[src/rtl/dfs_level_ctrl.sv]
// Activity-driven frequency level controller producing a divided clock-enable pulse.
// Define DFS_OVERRIDE_EN to add the force_en/force_level manual level override ports.
module dfs_level_ctrl #(
  parameter int NUM_LEVELS = 4,
  parameter int LVL_W      = 2,
  parameter int WIN_LEN    = 1024,
  parameter int HI_THR     = 768,
  parameter int LO_THR     = 256,
  parameter int DWELL      = 2
) (
  input  logic             clk_100mhz,
  input  logic             rst_n,
  input  logic             dfs_en,
  input  logic             act_in,
  output logic             clk_en,
  output logic [LVL_W-1:0] level,
  output logic             level_chg,
  output logic [15:0]      act_cnt
`ifdef DFS_OVERRIDE_EN
  ,
  input  logic             force_en,
  input  logic [LVL_W-1:0] force_level
`endif
);

  typedef enum logic [2:0] {IDLE, MEASURE, DECIDE, PEND, HOLD} state_t;

  localparam logic [LVL_W-1:0] LVL_MAX  = LVL_W'(NUM_LEVELS - 1);
  localparam logic [15:0]      WIN_LAST = 16'(WIN_LEN - 1);

  state_t                  state, state_nx;
  logic [NUM_LEVELS-1:0]   div_cnt, div_max;
  logic [15:0]             win_cnt, evt_cnt, evt_sum;
  logic [3:0]              dwell;
  logic [LVL_W-1:0]        target, target_nx;
  logic                    change_ok;

  // Terminal count 2^(level+1)-1 is a run of level+1 ones.
  always_comb begin
    div_max = '0;
    for (int unsigned i = 0; i < NUM_LEVELS; i++)
      if (i <= 32'(level)) div_max[i] = 1'b1;
  end

  assign clk_en  = (div_cnt == div_max);
  assign evt_sum = (act_in && (evt_cnt != '1)) ? evt_cnt + 16'd1 : evt_cnt;

  always_ff @(posedge clk_100mhz or negedge rst_n) begin
    if (!rst_n)      div_cnt <= '0;
    else if (clk_en) div_cnt <= '0;
    else             div_cnt <= div_cnt + 1'b1;
  end

  // Automatic step is clamped at both ends; override bypasses thresholds and dwell.
  always_comb begin
    target_nx = level;
    change_ok = (dwell == '0);
    if (act_cnt >= 16'(HI_THR)) begin
      if (level != '0) target_nx = level - 1'b1;
    end else if (act_cnt <= 16'(LO_THR)) begin
      if (level != LVL_MAX) target_nx = level + 1'b1;
    end
`ifdef DFS_OVERRIDE_EN
    if (force_en) begin
      target_nx = (force_level > LVL_MAX) ? LVL_MAX : force_level;
      change_ok = 1'b1;
    end
`endif
  end

  always_ff @(posedge clk_100mhz or negedge rst_n) begin
    if (!rst_n) state <= IDLE;
    else        state <= state_nx;
  end

  always_comb begin
    state_nx  = state;
    level_chg = 1'b0;
    case (state)
      IDLE:    if (dfs_en) state_nx = MEASURE;
      MEASURE: if (win_cnt == WIN_LAST) state_nx = DECIDE;
      DECIDE:  state_nx = (change_ok && (target_nx != level)) ? PEND : MEASURE;
      PEND:    if (clk_en) state_nx = HOLD;
      HOLD: begin
        level_chg = 1'b1;
        state_nx  = MEASURE;
      end
      default: state_nx = IDLE;
    endcase
    if (!dfs_en) state_nx = IDLE;
  end

  always_ff @(posedge clk_100mhz or negedge rst_n) begin
    if (!rst_n) begin
      level   <= LVL_MAX;
      target  <= LVL_MAX;
      win_cnt <= '0;
      evt_cnt <= '0;
      act_cnt <= '0;
      dwell   <= '0;
    end else begin
      if (!dfs_en || state != MEASURE) begin
        win_cnt <= '0;
        evt_cnt <= '0;
      end else if (win_cnt == WIN_LAST) begin
        win_cnt <= '0;
        evt_cnt <= '0;
        act_cnt <= evt_sum;
        if (dwell != '0) dwell <= dwell - 1'b1;
      end else begin
        win_cnt <= win_cnt + 16'd1;
        evt_cnt <= evt_sum;
      end
      if (state == DECIDE) target <= target_nx;
      // Level switches on the wrap edge so the old period always completes.
      if (state == PEND && state_nx == HOLD) begin
        level <= target;
        dwell <= 4'(DWELL);
      end
    end
  end

endmodule

[config.mk]
export PLATFORM = sky130hd
export DESIGN_NAME = dfs_level_ctrl
export DESIGN_NICKNAME = d
export VERILOG_FILES = /design/src/rtl/dfs_level_ctrl.sv
export SDC_FILE = /design/constraint.sdc
export NUM_CORES = 1
export LEC_CHECK = 0
export BUFFER_PORTS_ARGS = -buffer_cell sky130_fd_sc_hd__buf_2
export CORE_AREA = 3 3 79 81
export CTS_CLUSTER_SIZE = 10
export DETAILED_ROUTE_END_ITERATION = 8
export DIE_AREA = 0 0 82 84
export GPL_TIMING_DRIVEN = 0
export PLACE_DENSITY = 0.82
export SLEW_MARGIN = 0
export SYNTH_ARGS = -nofsm -noshare
export SYNTH_HDL_FRONTEND = slang
export SYNTH_SLANG_ARGS = --single-unit
[constraint.sdc]
create_clock -name clk_100mhz -period 5.2 [get_ports clk_100mhz]
set_input_delay 0.52 -clock clk_100mhz [delete_from_list [all_inputs] [get_ports clk_100mhz]]
set_output_delay 0.52 -clock clk_100mhz [all_outputs]
set_load 0.05 [all_outputs]
# Yosys cells after proc, flatten, opt, wreduce, memory -nomap -nowiden
# Cells that the tools add are included.
# W data, S select, Z words.
dict set report op_classes {
  n_addsub 6
  multipliers 0
  n_div 0
  order_cmp 5
  eq_ne 12
  shifts 0
  n_mux 23
  n_bitwise 1
  reduce_logical 14
}
# operator n
set ops {}
lappend ops {{$mux W16} 5}
lappend ops {{$add A16 B1 Y16 const B} 2}
lappend ops {{$mux W4} 5}
lappend ops {{$eq A16 B10 Y1 const B} 1}
lappend ops {{$ge A16 B10 Y1 const B} 1}
lappend ops {{$le A16 B9 Y1 const B} 1}
lappend ops {{$ne A16 B16 Y1 const B} 1}
lappend ops {{$pmux W3 S4} 1}
lappend ops {{$mux W2} 5}
lappend ops {{$mux W3} 3}
lappend ops {{$eq A3 B2 Y1 const B} 2}
lappend ops {{$eq A3 B3 Y1 const B} 2}
lappend ops {{$reduce_bool A2 Y1} 3}
lappend ops {{$add A4 B1 Y4 const B} 1}
lappend ops {{$eq A4 B4 Y1} 1}
lappend ops {{$le A2 B2 Y1 const A} 2}
lappend ops {{$logic_not A4 Y1} 1}
lappend ops {{$mux W1} 4}
lappend ops {{$reduce_bool A4 Y1} 1}
lappend ops {{$sub A4 B1 Y4 const B} 1}
lappend ops {{$eq A3 B1 Y1 const B} 1}
lappend ops {{$logic_and A1 B1 Y1} 3}
lappend ops {{$logic_not A3 Y1} 1}
lappend ops {{$ne A3 B1 Y1 const B} 1}
lappend ops {{12 further kinds} 12}
dict set report word_totals {
  ff_bits 63
  latch_bits 0
  ramBits 0
  romBits 0
  in_bits 4
  output_inout_bits 20
  word_cells 69
  mem_count 0
}

# Logic depth before layout (Yosys ltp)
# Gate-level depths: netlist of the first run.
dict set report logic_depth {
  word_depth 13
  mapped_depth 7
  ltp_nobuf 7
}

# Worst setup path after synthesis of the first run
# OpenSTA, ideal clock, no wires.
dict set report synth_timing {
  kind {register to register}
  startpoint {register level[0]}
  endpoint {register level[0]}
  setup_time_ns 0.082
  arrival_ns 2.762
  t_required_ns 5.118
  setup_slack_ns 2.356
  stages_incl_launch_ff 8
  n_path_buf 1
  synth_period_minus_slack_ns 2.844
  cell_sequence {dfstp_2 -> buf_6 -> xnor2_1 -> nand3_1 -> o211ai_1 -> nand3_1 -> inv_1 -> mux2_2}
}
# element line_no
set synth_lines {}
lappend synth_lines {{start, declared} 16} ;# output logic [LVL_W-1:0] level,
lappend synth_lines {{start signal, assigned} 117} ;# level <= target;
lappend synth_lines {{$le A1 B2 Y1 / $le A2 B2 Y1 (equally long branches)} 42} ;# if (i <= 32'(level)) div_max[i] = 1'b1;
lappend synth_lines {{$mux W1} 42}
lappend synth_lines {{$eq A4 B4 Y1 *} 45} ;# assign clk_en = (div_cnt == div_max);
lappend synth_lines {{net clk_en} 15} ;# output logic clk_en,
lappend synth_lines {{$mux W3 *} 83} ;# PEND: if (clk_en) state_nx = HOLD;
lappend synth_lines {{$pmux W3 S4 *} 79} ;# case (state)
lappend synth_lines {{$mux W3 *} 90} ;# if (!dfs_en) state_nx = IDLE;
lappend synth_lines {{net state_nx[2]} 31} ;# state_t state, state_nx;
lappend synth_lines {{$eq A3 B3 Y1 *} 116} ;# if (state == PEND && state_nx == HOLD) begin
lappend synth_lines {{$logic_and A1 B1 Y1 *} 116}
# The timed path passes the listed nets; every way through them passes the cells marked *.
# A chain may end at the register's enable or synchronous reset.

# Final worst setup path of the first run
dict set report layout_timing {
  startpoint {register level[0]}
  endpoint {output port clk_en}
}
dict set report layout_between {
  elab_chain_len 3
}
# element line_no
set layout_lines {}
lappend layout_lines {{$le A1 B2 Y1 / $le A2 B2 Y1 (equally long branches)} 42}
lappend layout_lines {{$mux W1} 42}
lappend layout_lines {{$eq A4 B4 Y1 *} 45}
lappend layout_lines {{end, declared} 15}
# Every way passes the cells marked *; elsewhere a longest branch is shown, timed or not.

==> results of run 1 <==
==> layer usage <==
| layer | vias to the layer above | GRT usage [%] | share of wire [%] |
|---|---|---|---|
| met5 | - | 0 | 0 |
| met4 | 0 | 10.3 | 1.8 |
| met3 | 11 | 4.10 | 5.1 |
| met2 | 62 | 30.9 | 47 |
| met1 | 1204 | 29.1 | 46 |
| li1 | 1173 | - | - |
==> sequential cells by signal (all words and copies together), names as in the netlist <==
signal   count
act_cnt     16
evt_cnt     16
win_cnt     16
div_cnt      4
dwell        4
state        3
level        2
target       2
==> critical path: cells and delay by family, from the launching register on <==
family,cells,cell delay (ns)
xor+xnor,1,0.11
compound gates,1,0.52
simple gates,1,0.09
buf+inv,2,0.50
flops,1,0.54
==> synthesized netlist by cell type, types with 6 or more instances <==
| cell | count | area (sq um) |
|---|---|---|
| a21oi_1 | 12 | 60.1 |
| nand3_1 | 15 | 75.1 |
| nand2_1 | 20 | 75.1 |
| inv_1 | 9 | 33.8 |
| and3_1 | 6 | 37.5 |
| and4_1 | 10 | 87.6 |
| nor2_1 | 54 | 203 |
| dfrtp_1 | 59 | 1480 |
| xnor2_1 | 11 | 96.3 |
| o21ai_0 | 15 | 75.1 |
| nand4_1 | 10 | 62.6 |
| xor2_1 | 16 | 140 |
==> path summary, 6_finish.rpt <==
path	depth (start not counted)	from	endpoint	slack, ns
setup / recovery	5	level[0]	clk_en	2.57
hold / removal	1	rst_n	act_cnt[4]	0.24
setup reg to reg	7	level[0]	level[0]	2.95
hold reg to reg	2	target[0]	target[0]	0.49
max in group asynchronous	1	rst_n	evt_cnt[12]	4.40
min in group clk_100mhz	2	dfs_en	state[0]	0.48
==> power groups by stage <==
stage	clock network, W	registers, W	logic [W]
after floorplan	0	0.000502	0.00000898
after global placement	0	0.000503	0.0000221
after detailed placement	0	0.000503	0.0000229
after CTS	0.000444	0.000494	0.0000233
after global routing	0.000467	0.000493	0.0000259
final	0.000436	0.000494	0.0000225
==> layout make-up <==
cell class	count	area (sq um)	share of cell area [%]
buffer	9	47.5	1.35
clock buffer	11	151	4.30
clock inverter	5	56.3	1.60
inverter	9	33.8	0.959
multi-input combinational	231	1450	41.0
sequential	63	1580	44.9
tap	72	90.1	2.56
timing repair buffer	23	118	3.34
==> metrics by stage <==
step	std cells	setup WS, ns
2_1_floorplan	312	2.36
3_3_place_gp	407	2.91
3_5_place_dp	407	2.91
4_1_cts	423	2.54
5_1_grt	423	2.47
6_report	423	2.57
==> logic make-up after synthesis <==
| group | after synthesis |
|---|---|
| buffers and inverters | 18 |
| XOR/XNOR | 27 |
| multiplexers | 6 |
| flip-flops | 63 |
| AND/OR/NAND/NOR | 150 |
| AO/OA/AOI/OAI | 44 |
| adder cells (fa/ha/maj) | 4 |
==> results.toml, run 1 <==
[sta]
hold_viol = 0
final.setup.tns_ns = 0
worst_slew_pin_slew_ns = 0.789
rsz0062_at_grt = "false"
max_freq_mhz = 380
clock_skew_ns = 0.0105
hold_ws_ns = 0.238
setup_violations = 0
slew_viol_final = 0
slew_headroom_pct = 47.4
period_share_pct = 50.7
fin_crit_ns = 2.63

[synth]
syn_nets = 320
synth.ff_latch_count = 63
ys_seq_area_share_pct = 50.9
yosys.area_share.simple_pct = 26.2
synthAdderAreaFrac_pct = 1.61
synth.distinct_cells = 46
ys_warn_count = 0
yosys-mux-area-fraction_pct = 2.13
synth_top_family_by_area = "simple AND/OR/NAND/NOR gates"
synth_edf_count = 0
syn_inst = 312
synth-compound-area-share_pct = 8.98
avgSynthCellArea_sq_um = 9.96
async_flop_share_pct = 100
synth-main-ff-cell = "dfrtp_1"
netlist_area_sq_um = 3110
synth_xor_area_share_pct = 7.61

[clock_network]
cts_setup_buffers = 0
clk_path_buf_depth = 2
clkSlewWorstSetupHoldPaths_ns = 0.07
htreeDepth = 3
postCtsHoldBufs = 0
cts_root_buf = "clkbuf_8"
cts_tree = "done"
clock-sinks = 63
insertion_delay_ns = 0.34
cts_buffers = 9
cts_resized = 0

[power_and_ir_drop]
ir_worst_vdd_uv = 121
power_density_nw_per_um2 = 270
intPower_w = 0.000743
power_frac_comb_pct = 2.4
switchingPower_w = 0.000209
p_leak_nw = 1.60
p_total_w = 0.000953
seq_power_share_pct = 51.8
p_sw_share_pct = 22.0
clkPwrFrac_pct = 45.8

[place]
placedInstanceArea_sq_um = 3310
io_buffers = 23
gp_congestion = 0.846
hpwlAfterDp_microns = 4560

[die]
die_w_microns = 82
std_cell_rows = 27
design.core.area_sq_um = 5540
initial_core_util_pct = 56.1
die_area_sq_um = 6890
io_pins = 24
die_h_microns = 84

[drt]
vias_per_cell = 5.79
ant_nets = 0
wl_microns = 6570
drtPass1Iterations = 4
route.vias.total = 2450
routedWlPerCell_microns = 15.5
drc_errors = 0
first_iter_violations = 145

[critical_path]
crit_path_start_kind = "register"
cpMaxStageDelayCell = "dfstp_2"
path_class = "reg2out"
cp_max_fo = 10
crit_required_ns = 4.68
path_cells = "buf_6 -> xnor2_1 -> nand3_1 -> o211ai_1 -> buf_2"
slowest_delay_ns = 0.54
end_kind = "primary output"
crit_arrival_ns = 2.11

[final_layout]
final_common_cell = "dfrtp_1"
fillers = 433
syn_to_final_growth_pct = 13.4
post-route-util_pct = 63.6
finalNetCount = 354
drive_above_1_share_pct = 17.9
fin_area_sq_um = 3520
final_cell_mix = "dfrtp_1, nor2_1, buf_2, nand2_1, xor2_1"
antenna_cells = 0

[global_route]
grt_usage_pct = 20.9
grt-ovfl-total = 0
grt_max_degree = 64
grt_pass1_vias = 2336
grt_pass1_wl_microns = 11000
antenna_found_initial = 0

[worst_hold_path]
min-delay-path-class = "in2async"

[flow_run]
timing.max_cap.violations = 0

[run_status]
status = "finished, final reports clean"
Note: power is estimated with default switching activity, not from simulation.
==> inputs of run 2 (changes only) <==
- CORE_AREA: 3 3 79 81 -> 3 3 80 82
- DIE_AREA: 0 0 82 84 -> 0 0 83 85
- PLACE_DENSITY: 0.82 -> 0.84
- clock period: 5.2 -> 2.4 ns (I/O delays scaled with it)
==> results.toml, run 2 (synthesis results as in run 1) <==
[power_and_ir_drop]
ir_worst_vdd_uv = 400
p_total_w = 0.00203
p_leak_nw = 1.59
power_density_nw_per_um2 = 573

[clock_network]
clock-sinks = 63
cts_resized = 0
insertion_delay_ns = 0.33
htreeDepth = 3
clk_path_buf_depth = 2
clkSlewWorstSetupHoldPaths_ns = 0.07
cts_buffers = 9
cts_root_buf = "clkbuf_8"
postCtsHoldBufs = 0
cts_setup_buffers = 0
cts_tree = "done"

[place]
io_buffers = 23
hpwlAfterDp_microns = 4460
pre_cts_ws_ns = 0.326
placedInstanceArea_sq_um = 3330
gp_congestion = 0.902

[critical_path]
crit_path_start_kind = "register"
r2r_start = "level[0]"
cp_max_fo = 10
critical-path-top-delay-family = "flip-flops"
end_kind = "primary output"
r2r_slack_ns = 0.33
r2r_end = "level[1]"
r2r_cells = 8
slowest_delay_ns = 0.54
path_class = "reg2out"
critical_path_depth = 5
cpMaxStageDelayCell = "dfstp_2"
crit_path_end = "clk_en"
path_cells = "buf_6 -> xnor2_2 -> nand3_1 -> o211ai_1 -> buf_2"
crit_buf_inv = 2
crit_required_ns = 2.16
crit_arrival_ns = 1.89
setup.worst_path.start = "level[0]"

[drt]
first_iter_violations = 170
route.vias.total = 2410
wl_microns = 6480
drc_errors = 0
ant_nets = 0
routedWlPerCell_microns = 15.2
vias_per_cell = 5.64
drtPass1Iterations = 4

[global_route]
met3_usage_pct = 4.85
grt-busiest-layer = "met2"
grtUsageMet1_pct = 25.8
grt_use_met2_pct = 32.4
grt_max_degree = 64
grt_pass1_wl_microns = 11300
antenna_found_initial = 0
grt_usage_pct = 19.7
grt_pass1_vias = 2421
grt-ovfl-total = 0

[sta]
slew_viol_final = 0
fin_crit_ns = 2.13
hold_ws_ns = -0.0141
hold_viol = 16
setup_violations = 0
period_share_pct = 88.8
rsz0062_at_grt = "false"
max_freq_mhz = 469
clock_skew_ns = 0.00909
worst_slew_pin_slew_ns = 0.772
worst_slack_ns = 0.268
slew_headroom_pct = 48.6

[final_layout]
drive_above_1_share_pct = 18.5
antenna_cells = 0
finalNetCount = 355
post-route-util_pct = 60.9
final_cell_mix = "dfrtp_1, nor2_1, buf_2, nand2_1, xor2_1"
fin_area_sq_um = 3540
syn_to_final_growth_pct = 13.9
top_regs = "act_cnt x16, evt_cnt x16, win_cnt x16"
final_common_cell = "dfrtp_1"

[die]
die_area_sq_um = 7060
io_pins = 24
die_h_microns = 85
die_w_microns = 83
initial_core_util_pct = 53.4
std_cell_rows = 28
design.core.area_sq_um = 5820

[worst_hold_path]
min-delay-path-class = "in2async"

[run_status]
violations = "hold timing"
status = "complete, but fails checks"

[flow_run]
timing.max_cap.violations = 0
==> run 2: cell count changes in the layout (fill, tap and decap cells not counted) <==
cell / change
clkinvlp_4: +2
mux2_2: -2
mux2_4: +2
buf_4: +1
clkbuf_1: +1
clkbuf_8: -1
clkinv_2: -1
clkinv_4: -1
inv_1: -1
inv_2: +1
xnor2_1: -1
xnor2_2: +1
==> run 2: per-layer routing <==
metal / share of wire, % / routed length [microns] / vias to the layer above
li1: - / - / 1170
met1: 45 / 2950 / 1177
met2: 50 / 3220 / 53
met3: 3.6 / 235 / 10
met4: 1.2 / 77 / 0
met5: 0 / 0 / -
==> run 2: worst register-to-register path, cell delays in order, from the launching register on <==
cell and delay, ns:
dfstp_2 0.54, buf_6 0.13, xnor2_2 0.11, nand3_1 0.09
o211ai_1 0.35, buf_4 0.20, nand3_1 0.10, inv_2 0.16
mux2_4 0.31
==> run 2: final cells by class <==
class	instances	area, sq um
Fill cell	494	2270
Sequential cell	63	1580
Multi-Input combinational cell	231	1460
Clock buffer	11	141
Timing Repair Buffer	24	125
Tap cell	75	93.8
Clock inverter	5	57.6
Buffer	9	47.5
Inverter	9	33.8
==> run 2: stage by stage <==
step | TNS (ns) | cells
CTS | 0 | 426
detailed placement | 0 | 410
floorplan | -1.79 | 312
global route | 0 | 427
global placement | 0 | 410
finish | 0 | 427
==> run 2: power by group <==
| group | internal [W] | leakage, nW | switching (W) |
|---|---|---|---|
| registers | 0.00107 | 0.857 | 0.00000391 |
| clock network | 0.000506 | 0.0916 | 0.000406 |
| logic | 0.0000112 | 0.638 | 0.0000372 |
==> run 2: worst min-delay path by stage <==
stage / from / endpoint / slack (ns) / cells past startpoint
floorplan: rst_n / act_cnt[0] / -0.06 / 0
global placement: target[0] / target[0] / 0.47 / 2
detailed placement: target[0] / target[0] / 0.47 / 2
CTS: dfs_en / state[1] / 0.18 / 3
global route: rst_n / win_cnt[8] / 0.05 / 1
finish: rst_n / win_cnt[12] / -0.01 / 1
==> inputs of run 3 (changes only) <==
--- a/constraint.sdc
+++ b/constraint.sdc
@@ -3,2 +3,2 @@
 set_output_delay 0.24 -clock clk_100mhz [all_outputs]
-set_load 0.05 [all_outputs]
+set_load 0.005 [all_outputs]
==> results.toml, run 3 (synthesis results as in run 1) <==
[sta]
setup_violations = 0
rsz0062_at_grt = "false"
hold_ws_ns = -0.0301
slew_viol_final = 0
worst_slew_pin_slew_ns = 0.768
hold_viol = 37
slew_headroom_pct = 48.8
clock_skew_ns = 0.00798
period_share_pct = 94.0
fin_crit_ns = 2.26
max_freq_mhz = 443
final.setup.tns_ns = 0

[power_and_ir_drop]
ir_worst_vdd_uv = 308
p_total_w = 0.00219
p_leak_nw = 1.60
power_density_nw_per_um2 = 619

[place]
hpwlAfterDp_microns = 4360
placedInstanceArea_sq_um = 3320
io_buffers = 23
gp_congestion = 0.857

[global_route]
grt-ovfl-total = 0
grt_pass1_wl_microns = 11200
grt_max_degree = 64
grt_pass1_vias = 2397
grt_usage_pct = 19.7
antenna_found_initial = 0

[final_layout]
regArea_sq_um = 1580
final_common_cell = "dfrtp_1"
finalNetCount = 354
fillers = 442
top_regs = "act_cnt x16, evt_cnt x16, win_cnt x16"
post-route-util_pct = 61.0
antenna_cells = 0
multi_input_area_sq_um = 1450
final_cell_mix = "dfrtp_1, nor2_1, buf_2, nand2_1, xor2_1"
drive_above_1_share_pct = 17.1
syn_to_final_growth_pct = 14.1
fin_area_sq_um = 3550

[clock_network]
cts_resized = 0
postCtsHoldBufs = 0
htreeDepth = 3
cts_root_buf = "clkbuf_8"
clk_path_buf_depth = 2
cts_setup_buffers = 0
insertion_delay_ns = 0.34
cts_tree = "done"
clock-sinks = 63
cts_buffers = 9
clkSlewWorstSetupHoldPaths_ns = 0.06

[die]
std_cell_rows = 28
design.core.area_sq_um = 5820
die_w_microns = 83
initial_core_util_pct = 53.4
die_area_sq_um = 7060
io_pins = 24
die_h_microns = 85

[drt]
ant_nets = 0
vias_per_cell = 5.76
first_iter_violations = 154
drtPass1Iterations = 4
wl_microns = 6370
route.vias.total = 2446
drc_errors = 0
routedWlPerCell_microns = 15.0

[critical_path]
crit_path_start_kind = "register"
path_class = "reg2reg"
end_kind = "register"
cp_max_fo = 10
crit_arrival_ns = 2.52
crit_required_ns = 2.66

[worst_hold_path]
min-delay-path-class = "in2async"

[flow_run]
timing.max_cap.violations = 0

[run_status]
violations = "hold timing"
status = "complete, but fails checks"
==> run 3: cell types whose count changed in the layout (fill, tap and decap cells not counted), moves of 2 or more <==
| cell | previous run | this run |
|---|---|---|
| bufinv_16 | 1 | 3 |
| mux2_2 | 3 | 5 |
| mux2_4 | 2 | 0 |
| clkinvlp_4 | 3 | 0 |
==> run 3: metal layers <==
| layer | global-route usage [%] | up-vias | wire [microns] |
|---|---|---|---|
| li1 | - | 1175 | - |
| met1 | 24.9 | 1198 | 2850 |
| met2 | 32.1 | 59 | 3080 |
| met3 | 4.76 | 14 | 270 |
| met4 | 9.21 | 0 | 168 |
| met5 | 0 | - | 0 |
==> run 3: worst paths after layout <==
check,end,slack (ns),startpoint,cells past startpoint
max in group asynchronous,evt_cnt[14],1.92,rst_n,1
min,div_cnt[2],-0.03,rst_n,1
min in group clk_100mhz,state[1],0.20,dfs_en,3
max,level[0],0.14,level[0],7
min reg2reg,target[0],0.49,target[0],2
max reg2reg,level[0],0.14,level[0],7
==> run 3: through the flow <==
stage | cells | worst slack [ns]
after floorplan | 312 | 0.465
after global placement | 410 | 0.215
after detailed placement | 410 | 0.209
after CTS | 425 | 0.153
after global routing | 425 | 0.0149
final | 425 | 0.144
==> run 3: final cells by class <==
cell class                      count  area share [%]
Sequential cell                    63            44.6
Tap cell                           75            2.65
Buffer                              9            1.34
Multi-Input combinational cell    231            40.8
Inverter                            9           0.953
Clock inverter                      4            2.68
Clock buffer                       11            3.71
Timing Repair Buffer               23            3.32
==> run 3: power breakdown <==
part           switching (W)  leakage [nW]  internal [W]
Combinational      0.0000361         0.633     0.0000112
Sequential        0.00000387         0.857       0.00107
Clock               0.000393         0.113      0.000683
Total               0.000433          1.60       0.00176
==> run 3: worst max-delay path: stages (launching register included) <==
cell	delay [ns]
dfstp_2	0.54
buf_6	0.13
xnor2_1	0.11
nand3_1	0.09
o211ai_1	0.52
nand3_1	0.16
inv_1	0.25
mux2_2	0.38
